==> config.mk <==
export PLATFORM = sky130hd
export DESIGN_NAME = interrupt_controller
export DESIGN_NICKNAME = d
export VERILOG_FILES = /design/src/rtl/intc_pkg.sv /design/src/rtl/intc_prio_enc.sv /design/src/rtl/interrupt_controller.sv
export SDC_FILE = /design/constraint.sdc
export NUM_CORES = 1
export LEC_CHECK = 0
export BUFFER_PORTS_ARGS = -buffer_cell sky130_fd_sc_hd__buf_2
export CAP_MARGIN = 20
export CORE_UTILIZATION = 28
export CTS_CLUSTER_DIAMETER = 80
export DETAILED_ROUTE_END_ITERATION = 7
export GPL_ROUTABILITY_DRIVEN = 1
export SYNTH_ARGS = -nofsm -noshare
export SYNTH_HDL_FRONTEND = slang
export SYNTH_SLANG_ARGS = --single-unit
export TNS_END_PERCENT = 50
==> constraint.sdc <==
create_clock -name clk -period 2 [get_ports clk]
set_input_delay 0.1 -clock clk [delete_from_list [all_inputs] [get_ports clk]]
set_output_delay 0.1 -clock clk [all_outputs]
set_load 0.02 [all_outputs]
==> src/rtl/intc_pkg.sv <==
// intc_pkg: shared FSM encoding, default vector constants and id-width helper for interrupt_controller.
package intc_pkg;
  typedef enum logic [1:0] {IDLE = 2'd0, REQ = 2'd1, SERVICE = 2'd2} state_t;
  localparam logic [7:0] DEF_VEC_BASE = 8'hF0;
  localparam int DEF_VEC_STRIDE = 2;
  function automatic int id_w(input int n);
    return (n > 1) ? $clog2(n) : 1;
  endfunction
endpackage

==> src/rtl/intc_prio_enc.sv <==
// intc_prio_enc: lowest-index-first priority encoder producing valid and index.
module intc_prio_enc #(
  parameter int N = 4,
  parameter int W = 2
) (
  input  logic [N-1:0] req,
  output logic         valid,
  output logic [W-1:0] idx
);
  always_comb begin
    idx = '0;
    for (int i = N - 1; i >= 0; i--) if (req[i]) idx = W'(i);
  end
  assign valid = |req;
endmodule

==> src/rtl/interrupt_controller.sv <==
// interrupt_controller: N-channel edge-latched, masked, fixed-priority vectored interrupt controller.
// Define INTC_NEST_EN to enable nested (preemptive) servicing with an inService stack.
module interrupt_controller
  import intc_pkg::*;
#(
  parameter int                NUM_INT    = 4,
  parameter int                ADDR_W     = 8,
  parameter logic [ADDR_W-1:0] VEC_BASE   = ADDR_W'(DEF_VEC_BASE),
  parameter int                VEC_STRIDE = DEF_VEC_STRIDE
) (
  input  logic                         clk,
  input  logic                         reset,
  input  logic [NUM_INT-1:0]           intIn,
  input  logic                         maskWr,
  input  logic [NUM_INT-1:0]           maskIn,
  output logic [NUM_INT-1:0]           maskOut,
  output logic [NUM_INT-1:0]           pendingOut,
  output logic                         intReq,
  output logic [ADDR_W-1:0]            isrAddr,
  output logic [id_w(NUM_INT)-1:0]     activeId,
  input  logic                         intAck,
  input  logic                         intDone
);
  localparam int IW = id_w(NUM_INT);
  state_t state_q, state_d;
  logic [NUM_INT-1:0] mask_q, mask_d, pend_q, pend_d, prev_q, clr;
  logic [IW-1:0] id_q, id_d, win_id;
  logic win_v;
  intc_prio_enc #(.N(NUM_INT), .W(IW)) u_win (.req(pend_q & ~mask_q), .valid(win_v), .idx(win_id));
`ifdef INTC_NEST_EN
  logic [NUM_INT-1:0] ins_q, ins_d, ins_rest;
  logic [IW-1:0] rest_id;
  logic rest_v;
  // In SERVICE id_q is always the lowest set inService bit, so dropping it leaves the rest.
  assign ins_rest = ins_q & (ins_q - NUM_INT'(1));
  intc_prio_enc #(.N(NUM_INT), .W(IW)) u_ins (.req(ins_rest), .valid(rest_v), .idx(rest_id));
`endif
  always_ff @(posedge clk) begin
    if (reset) begin
      state_q <= IDLE;
      mask_q  <= '0;
      pend_q  <= '0;
      prev_q  <= intIn;
      id_q    <= '0;
`ifdef INTC_NEST_EN
      ins_q   <= '0;
`endif
    end else begin
      state_q <= state_d;
      mask_q  <= mask_d;
      pend_q  <= pend_d;
      prev_q  <= intIn;
      id_q    <= id_d;
`ifdef INTC_NEST_EN
      ins_q   <= ins_d;
`endif
    end
  end
  always_comb begin
    state_d = state_q;
    id_d    = id_q;
    clr     = '0;
    mask_d  = maskWr ? maskIn : mask_q;
`ifdef INTC_NEST_EN
    ins_d   = ins_q;
`endif
    unique case (state_q)
      IDLE: begin
        state_d = win_v ? REQ : IDLE;
        id_d    = win_v ? win_id : id_q;
      end
      REQ: if (intAck) begin
        state_d = SERVICE;
        clr     = NUM_INT'(1) << id_q;
`ifdef INTC_NEST_EN
        ins_d   = ins_q | (NUM_INT'(1) << id_q);
`endif
      end
      SERVICE: begin
`ifdef INTC_NEST_EN
        if (intDone) begin
          ins_d   = ins_rest;
          state_d = rest_v ? SERVICE : IDLE;
          id_d    = rest_v ? rest_id : id_q;
        end else if (win_v && win_id < id_q) begin
          state_d = REQ;
          id_d    = win_id;
        end
`else
        state_d = intDone ? IDLE : SERVICE;
`endif
      end
      default: state_d = IDLE;
    endcase
    pend_d = (pend_q & ~clr) | (intIn & ~prev_q);
  end
  always_comb begin
    intReq     = state_q == REQ;
    activeId   = id_q;
    isrAddr    = VEC_BASE + ADDR_W'(int'(id_q) * VEC_STRIDE);
    maskOut    = mask_q;
    pendingOut = pend_q;
  end
endmodule
Word-level counts from Yosys, hierarchy flattened
Cells that the tools add are included.
- output and inout bits: 19
- word-level logic and storage cells: 30
- input port bits: 13
- bits in registers: 16
- eq/ne operators: 3
- bitwise logic cells: 7
- reduce and logical (&&, ||, !) cells: 3
- shift-type cells: 1
- add/subtract/negate cells: 1
- mux-type cells: 10
- operator list (cell ; count):
    $and 4x4->4 ; 3
    $mux 2 ; 6
    $not 4->4 ; 3
    $mux 4 ; 2
    $add 5x4->6 const A ; 1
    $pmux 2 s3 ; 1
    $or 4x4->4 ; 1
    $reduce_or 4->1 ; 1
    $shl 1x2->4 const A ; 1
    $eq 2x1->1 const B ; 1
    $eq 2x2->1 const B ; 1
    $logic_not 2->1 ; 1
    $ne 2x1->1 const B ; 1
    $reduce_and 2->1 ; 1
    $mux 1 ; 1

Logic depth before layout (Yosys ltp)
Gate-level depths: netlist of the first run.
- word-level depth: 6
- mapped depth: 4
- depth with buffers taken out: 4

Hierarchy
Synthesis of the first run repeated with hierarchy kept, for this count alone.
- cells, all modules: 73
- area total of the unflattened synthesis: 680.7 um^2
- modules (own cells, without submodules) (module ; area an instance (um^2) ; cells an instance ; seq. area each (um^2) ; times used):
    interrupt_controller ; 645.6 ; 66 ; 320.3 ; 1
    intc_prio_enc ; 35.0 ; 7 ; 0.0 ; 1

Least setup slack after synthesis of the first run
Ideal clock, no wire load.
- path kind: register to register
- from: register pend_q[0] (netlist: pendingOut[0])
- to: register state_q[0]
- period minus slack after synthesis: 1.080 ns
- required time: 1.896 ns
- cell stages (with the launch flop): 5
- path slack: 0.920 ns
- path buffers: 0
- data arrival time: 0.977 ns
- cells stage by stage: dfxtp_1 > nand2b_1 > nand4_1 > nor2_1 > a2111oi_2
- cells in the longest elaborated chain, start to end: 4
- RTL lines (what ; line ; source):
    start: declaration ; interrupt_controller.sv:26 ; logic [NUM_INT-1:0] mask_q, mask_d, pend_q, pend_d, prev_q, clr;
    start signal: assignment ; interrupt_controller.sv:51 ; pend_q <= pend_d;
    $and 4x4->4 ; interrupt_controller.sv:29 ; intc_prio_enc #(.N(NUM_INT), .W(IW)) u_win (.req(pend_q & ~mask_q), .valid(win_v), .idx(win_id));
    $reduce_or 4->1 ; intc_prio_enc.sv:14 ; assign valid = |req;
    $mux 1 ; interrupt_controller.sv:69 ; state_d = win_v ? REQ : IDLE;
    $pmux 2 s3 ; interrupt_controller.sv:67 ; unique case (state_q)
    end signal: assignment ; interrupt_controller.sv:49 ; state_q <= state_d;
    end: declaration ; interrupt_controller.sv:25 ; state_t state_q, state_d;
No other way between the ends.
A chain may end at the register's enable or synchronous reset.

Final worst setup path of the first run
- from: register state_q[1]
- to: output intReq
- cells in the longest elaborated chain, start to end: 1
- RTL lines (what ; line ; source):
    $eq 2x1->1 ; interrupt_controller.sv:98 ; intReq = state_q == REQ;
    end: declaration ; interrupt_controller.sv:18 ; output logic intReq,
No other way between the ends.

==> impl_metrics.py, run 1 <==
metrics = {
    "cts": {
        "clk-insertion-delay-late_ns": 0.28,
        "cts_made_buffers": 3,
        "cts.repair.resized": 0,
        "cts.path.max_buffers": 2,
        "cts-root-buf": "sky130_fd_sc_hd__clkbuf_4",
        "cts_setup_buffers": 0,
        "cts.sinks": 16,
        "htree_num_levels": 1,
        "clk_pin_slew_ns": 0.09,
        "cts_tree": "yes",
    },
    "drt": {
        "met2RoutedLength_um": 583,
        "drt_iter0_markers": 8,
        "m1WireLength_um": 633,
        "total_via_count_after_detailed_routing": 544,
        "remaining_drcs": 0,
        "dr_wl_met3_um": 116,
        "top_layer": "met4",
        "post_route_ant_nets": 0,
        "drt_first_pass_iters": 3,
        "vias_per_cell": 4.25,
        "routed_wire_length_per_instance_um": 10.5,
        "finalWirelength_um": 1340,
    },
    "synth": {
        "synthesis.yosys.warnings": 0,
        "post_synth_num_cell_types": 22,
        "synth_ff_type": "sky130_fd_sc_hd__dfxtp_1",
        "syn_area_cell_um2": 9.21,
        "proportion_of_synthesized_chip_area_in_sequential_cells_pct": 47.0,
        "synth_common_cells": "sky130_fd_sc_hd__dfxtp_1 (16), sky130_fd_sc_hd__nor2_1 (9), sky130_fd_sc_hd__buf_4 (8), sky130_fd_sc_hd__nand2b_1 (7), sky130_fd_sc_hd__a21oi_1 (6)",
        "synth_edf_count": 0,
        "synth.area.top_cells": "sky130_fd_sc_hd__dfxtp_1 (47%), sky130_fd_sc_hd__buf_4 (8.8%), sky130_fd_sc_hd__mux2i_1 (7.3%), sky130_fd_sc_hd__nand2b_1 (6.4%), sky130_fd_sc_hd__nor2_1 (5.0%)",
        "synth-async-reset-ratio_pct": 0,
        "synth.largest_area_cell": "sky130_fd_sc_hd__dfxtp_1",
        "synth_largest_type_area_fraction_pct": 47.0,
        "total_standard_cell_area_after_synthesis_um2": 682,
        "synthCells": 74,
        "yosys.cell_count.top_type": "sky130_fd_sc_hd__dfxtp_1",
        "synth.ff_latch_count": 16,
    },
    "sta": {
        "fin_skew_ns": 0.00400,
        "clock.fmax_mhz": 838,
        "fin_crit_sh_pct": 59.6,
        "final.hold.worst_slack_ns": 0.0571,
        "finalHoldViolCount": 0,
        "setup_total_negative_slack_ns": 0,
        "slew_viol_final": 0,
        "setup-violations-final": 0,
        "finalCriticalPeriod_ns": 1.19,
        "rsz0062_at_grt": "false",
    },
    "placed_design": {
        "detailedPlacementHpwl_um": 1060,
        "port_buffers": 25,
        "gpl.final_weighted_congestion": 0.778,
        "dp_cells": 121,
    },
    "power_and_ir_drop": {
        "cell_internal_pwr_uw": 471,
        "worst_ir_drop_vdd_uv": 358,
        "p_per_cell_area_mw_per_mm2": 788,
        "p_seq_share_pct": 54.4,
        "pwr-share-comb_pct": 21.5,
        "leakage_uw": 0.000405,
        "power.switching_fraction_pct": 29.8,
        "p_sw_uw": 200,
        "clock_power_share_pct": 24.1,
    },
    "worst_setup_path": {
        "worst_r2r_startpoint": "state_q[1]",
        "timing.critical_path.required_ns": 1.90,
        "worstSetupPathDepth": 2,
        "regToRegSetupSlack_ns": 0.90,
        "timing.critical_path.slowest_stage_cell": "sky130_fd_sc_hd__dfxtp_1",
        "timing.critical_path.max_delay_family": "flip-flops",
        "r2r_cells": 4,
        "critPathBufInv": 1,
        "critPathCapture": "intReq",
        "timing.critical_path.cells": "and2b_4 > buf_2",
        "path_max_fanout": 5,
        "worstReg2RegEnd": "pendingOut[2]",
        "path_class": "reg2out",
        "critPathLaunch": "state_q[1]",
        "cp_slowest_stage_delay_ns": 0.35,
        "critical_path.endpoint_type": "primary output",
        "critPathLaunchType": "flop",
        "worstPathArrival_ns": 1.09,
    },
    "grt": {
        "grt_pass1_wl_um": 2220,
        "vias_in_the_first_global_route": 527,
        "maximum_number_of_pins_on_one_net_before_global_route_repair": 14,
        "grt_antenna_before_repair": 0,
        "total_grt_overflow": 0,
        "grt.total_usage_pct": 11.4,
    },
    "cells_and_area": {
        "n_antenna_cell": 0,
        "multiInputGateArea_um2": 309,
        "syn2layout_area_growth_pct": 25.0,
        "fillCellCount": 248,
        "finish.cell_count_without_fillers": 128,
        "post_route_cells_drive_above_1_share_pct": 32.0,
        "num-nets-final": 115,
        "regArea_um2": 320,
    },
    "die": {
        "floorplan.die.width_um": 51.4,
        "floorplan.initialDensity_pct": 30.2,
        "die_h_um": 51.4,
        "core.rowCount": 17,
        "design.core.area_mm2": 0.00225,
        "io-pin-count": 32,
        "die_area_mm2": 0.00264,
    },
    "hold_path": {
        "hp-start": "maskIn[1]",
        "hold_class": "in2reg",
    },
    "run_status": {
        "status": "complete, no violations",
    },
    "job": {
        "max_cap_viol_count": 0,
    },
}
==> power groups by stage <==
| stage | logic [µW] | registers [µW] | clock network, µW |
|---|---|---|---|
| after floorplan | 93.5 | 385 | 0 |
| after global placement | 137 | 371 | 0 |
| after detailed placement | 140 | 373 | 0 |
| after CTS | 146 | 365 | 166 |
| after global routing | 159 | 369 | 182 |
| final | 144 | 365 | 162 |
==> cells in the final DEF (no fill, tap or decap), types with 2 or more instances in the layout <==
master and n:
sky130_fd_sc_hd__nor2_1 9, sky130_fd_sc_hd__nand4_1 2, sky130_fd_sc_hd__nand2b_1 7, sky130_fd_sc_hd__conb_1 6, sky130_fd_sc_hd__dlygate4sd3_1 4, sky130_fd_sc_hd__clkbuf_4 3
sky130_fd_sc_hd__mux2i_1 5, sky130_fd_sc_hd__nor2b_1 3, sky130_fd_sc_hd__buf_2 25, sky130_fd_sc_hd__dfxtp_1 16, sky130_fd_sc_hd__nand2_1 4, sky130_fd_sc_hd__a21oi_1 6
==> timing repair <==
action | 4_1_cts | 5_1_grt
endpoints found under the setup margin | 0 | 0
hold buffers | 4 | 0
endpoints found under the hold margin | 4 | 0
==> metrics by stage <==
| step | utilization, % | area (µm²) | total power (µW) | worst slack, ns |
|---|---|---|---|---|
| finish | 37.8 | 852 | 672 | 0.807 |
| global route | 37.8 | 852 | 710 | 0.757 |
| CTS | 37.8 | 852 | 678 | 0.798 |
| detailed placement | 35.0 | 790 | 513 | 0.933 |
| global placement | 35.0 | 790 | 509 | 0.959 |
| floorplan | - | 697 | 479 | 0.920 |
==> layer usage <==
metal,global-route usage [%],vias to the layer above
met5,0,-
met4,4.95,0
met1,13.0,228
li1,-,287
met2,18.2,27
met3,5.36,2
==> how the worst min path moves through the flow <==
stage	end	cells past startpoint
final	maskOut[1]	3
after global routing	maskOut[0]	3
after CTS	maskOut[3]	3
after detailed placement	prev_q[2]	1
after global placement	prev_q[2]	1
after floorplan	prev_q[0]	0
==> worst reg2reg max path, delay by kind of cell, from the launching register on <==
family	cells	cell delay [ns]
AND/OR/NAND/NOR	3	0.47
flip-flops	1	0.35
AO/OA/AOI/OAI	1	0.17
==> final cells by class <==
| type | instances | area share [%] |
|---|---|---|
| Clock buffer | 3 | 2.64 |
| Multi-Input combinational cell | 52 | 36.3 |
| Sequential cell | 16 | 37.6 |
| Tap cell | 28 | 4.11 |
| Timing Repair Buffer | 29 | 19.4 |
==> state kept, by name, indices dropped and copies added (netlist names) <==
signal	flops
maskOut	4
activeId	2
pendingOut	4
prev_q	4
state_q	2
==> kinds of logic after synthesis <==
| group | count (synthesis) | synth area share, % |
|---|---|---|
| buffers and inverters | 10 | 9.91 |
| AO/OA/AOI/OAI | 11 | 11.0 |
| other | 2 | 1.10 |
| AND/OR/NAND/NOR | 30 | 23.7 |
| flip-flops | 16 | 47.0 |
| multiplexers | 5 | 7.34 |
Note: power is estimated with default switching activity, not from simulation.
==> inputs of run 2 (changes only) <==
--- a/config.mk
+++ b/config.mk
@@ -5,6 +5,7 @@
 export SDC_FILE = /design/constraint.sdc
 export NUM_CORES = 1
 export LEC_CHECK = 0
+export ABC_AREA = 1
 export BUFFER_PORTS_ARGS = -buffer_cell sky130_fd_sc_hd__buf_2
 export CAP_MARGIN = 20
 export CORE_UTILIZATION = 28
==> constraint.sdc (replaced) <==
create_clock -name clk -period 1.2 [get_ports clk]
set_input_delay 0.06 -clock clk [delete_from_list [all_inputs] [get_ports clk]]
set_output_delay 0.06 -clock clk [all_outputs]
set_load 0.02 [all_outputs]
==> impl_metrics.py, run 2 <==
metrics = {
    "worst_setup_path": {
        "worstReg2RegEnd": "state_q[0]",
        "worst_r2r_startpoint": "maskOut[3]",
        "path_class": "reg2out",
        "r2r_cells": 7,
        "critical_path.endpoint_type": "primary output",
        "timing.critical_path.required_ns": 1.14,
        "regToRegSetupSlack_ns": 0.26,
        "worstPathArrival_ns": 1.01,
        "path_max_fanout": 6,
        "critPathLaunchType": "flop",
    },
    "drt": {
        "total_via_count_after_detailed_routing": 621,
        "routed_wire_length_per_instance_um": 8.55,
        "finalWirelength_um": 1270,
        "post_route_ant_nets": 0,
        "drt_first_pass_iters": 4,
        "vias_per_cell": 4.17,
        "remaining_drcs": 0,
        "drt_iter0_markers": 7,
    },
    "sta": {
        "finalHoldViolCount": 0,
        "rsz0062_at_grt": "false",
        "setup-violations-final": 0,
        "slew_viol_final": 0,
        "clock.fmax_mhz": 934,
        "finalCriticalPeriod_ns": 1.07,
        "fin_skew_ns": 0.00277,
        "fin_crit_sh_pct": 89.2,
        "timing.final.ws_setup_ns": 0.129,
        "setup_total_negative_slack_ns": 0,
    },
    "grt": {
        "grt_pass1_wl_um": 2110,
        "maximum_number_of_pins_on_one_net_before_global_route_repair": 9,
        "grt_antenna_before_repair": 0,
        "total_grt_overflow": 0,
        "vias_in_the_first_global_route": 500,
        "grt.total_usage_pct": 11.1,
    },
    "cts": {
        "cts-root-buf": "sky130_fd_sc_hd__clkbuf_4",
        "cts.sinks": 16,
        "cts_tree": "yes",
        "clk-insertion-delay-late_ns": 0.29,
        "cts_made_buffers": 3,
        "clk_pin_slew_ns": 0.08,
        "cts.path.max_buffers": 2,
        "htree_num_levels": 1,
    },
    "die": {
        "die_h_um": 51.4,
        "floorplan.initialDensity_pct": 30.3,
        "die_area_mm2": 0.00264,
        "floorplan.die.width_um": 51.4,
        "core.rowCount": 17,
        "io-pin-count": 32,
        "design.core.area_mm2": 0.00225,
    },
    "hold_path": {
        "hold_class": "in2reg",
        "hp-start": "reset",
        "min_to": "pendingOut[2]",
        "worst_hold_path.num_cells": 2,
    },
    "placed_design": {
        "port_buffers": 25,
        "gpl.final_weighted_congestion": 0.737,
        "dp_cells": 142,
        "pre_cts_setup_slack_ns": 0.258,
        "detailedPlacementHpwl_um": 1010,
    },
    "cells_and_area": {
        "post_route_cells_drive_above_1_share_pct": 27.3,
        "n_antenna_cell": 0,
        "finish.cell_count_without_fillers": 149,
        "num-nets-final": 136,
        "layout.cells.most_common": "sky130_fd_sc_hd__buf_2",
        "final_cell_mix": "sky130_fd_sc_hd__buf_2 (25), sky130_fd_sc_hd__inv_1 (17), sky130_fd_sc_hd__nand2_1 (16), sky130_fd_sc_hd__dfxtp_1 (16)",
        "syn2layout_area_growth_pct": 26.0,
    },
    "synth": {
        "total_standard_cell_area_after_synthesis_um2": 683,
        "yosys.cell_count.top_type": "sky130_fd_sc_hd__inv_1",
        "synth_simple_gate_area_share_pct": 20.7,
        "syn_area_cell_um2": 7.35,
        "proportion_of_synthesized_chip_area_in_sequential_cells_pct": 46.9,
        "synthesis.yosys.warnings": 0,
        "synth_xor_xnor_area_share_pct": 0,
        "synth.largest_area_cell": "sky130_fd_sc_hd__dfxtp_1",
        "synth_common_cells": "sky130_fd_sc_hd__inv_1 (17), sky130_fd_sc_hd__dfxtp_1 (16), sky130_fd_sc_hd__nand2_1 (16), sky130_fd_sc_hd__a21oi_1 (9), sky130_fd_sc_hd__o21ai_0 (9)",
        "yosys.area_share.adder_pct": 0,
        "post_synth_num_cell_types": 12,
        "synth_compound_gate_area_share_pct": 13.2,
        "synth-async-reset-ratio_pct": 0,
        "synth.area.top_cells": "sky130_fd_sc_hd__dfxtp_1 (47%), sky130_fd_sc_hd__inv_1 (9.3%), sky130_fd_sc_hd__buf_4 (8.8%), sky130_fd_sc_hd__nand2_1 (8.8%), sky130_fd_sc_hd__a21oi_1 (6.6%)",
        "synthMuxAreaShare_pct": 0,
        "synth_edf_count": 0,
        "synth.ff_latch_count": 16,
        "synth_top_family_by_area": "simple AND/OR/NAND/NOR gates",
        "synth_ff_type": "sky130_fd_sc_hd__dfxtp_1",
        "synth_largest_type_area_fraction_pct": 46.9,
        "synthCells": 93,
    },
    "power_and_ir_drop": {
        "worst_ir_drop_vdd_uv": 555,
        "p_per_cell_area_mw_per_mm2": 1380,
        "leakage_uw": 0.000467,
    },
    "run_status": {
        "status": "complete, no violations",
    },
    "job": {
        "max_cap_viol_count": 0,
    },
}
## run 2: logic make-up (layout without fill, tap and decap cells)
kind of cell | Yosys count | count (layout)
and+or+nand+nor | 32 | 32
buffers and inverters | 25 | 49
other | 2 | 6
AOI/OAI and AO/OA | 18 | 18
DFF | 16 | 16
## run 2: worst max-delay path: stages, from the launching register on
cell and delay [ns]:
sky130_fd_sc_hd__dfxtp_1 0.40, sky130_fd_sc_hd__nand2_2 0.11, sky130_fd_sc_hd__inv_1 0.07, sky130_fd_sc_hd__buf_2 0.15
## run 2: through the flow
step                utilization (%)  power (µW)  cell area [µm²]  hold WS (ns)
floorplan                         -         850              698        0.0877
global placement               35.4         915              798         0.178
detailed placement             35.4         917              798         0.179
CTS                            38.2        1210              861      0.000168
global route                   38.2        1280              861       0.00895
finish                         38.2        1180              861       0.00614
## run 2: worst max path at each step
stage / from / end / slack [ns] / depth (start not counted)
floorplan: maskOut[1] / state_q[0] / 0.17 / 7
global placement: maskOut[3] / state_q[0] / 0.28 / 7
detailed placement: maskOut[3] / state_q[0] / 0.26 / 7
CTS: state_q[0] / intReq / 0.11 / 3
global route: state_q[1] / intReq / 0.04 / 4
finish: state_q[0] / intReq / 0.13 / 3
## run 2: cell type report
class | count | area [µm²]
inverters | 17 | 63.8
well taps | 28 | 35.0
flip-flops and latches | 16 | 320
multi-input cells | 56 | 254
clock buffers | 3 | 22.5
fillers | 262 | 1390
repair buffers | 29 | 165
## run 2: per-layer routing
metal / GRT usage (%) / up-vias / share of wire [%]
li1: - / 332 / -
met4: 8.11 / 0 / 2.5
met3: 3.27 / 3 / 8.0
met5: 0 / - / 0
met2: 15.2 / 27 / 40
met1: 14.6 / 259 / 49
## run 2: report_power, final
group	total [µW]	leakage, µW	internal [µW]	switching (µW)
sequential	615	0.000133	578	36.9
clock	275	0.0000138	117	158
combinational	295	0.000320	106	189
## run 2: repair_timing
action | CTS | global route
hold endpoints to repair | 4 | 0
hold buffers | 4 | 0
buffers inserted | 0 | 0
gates resized for setup | 0 | 0
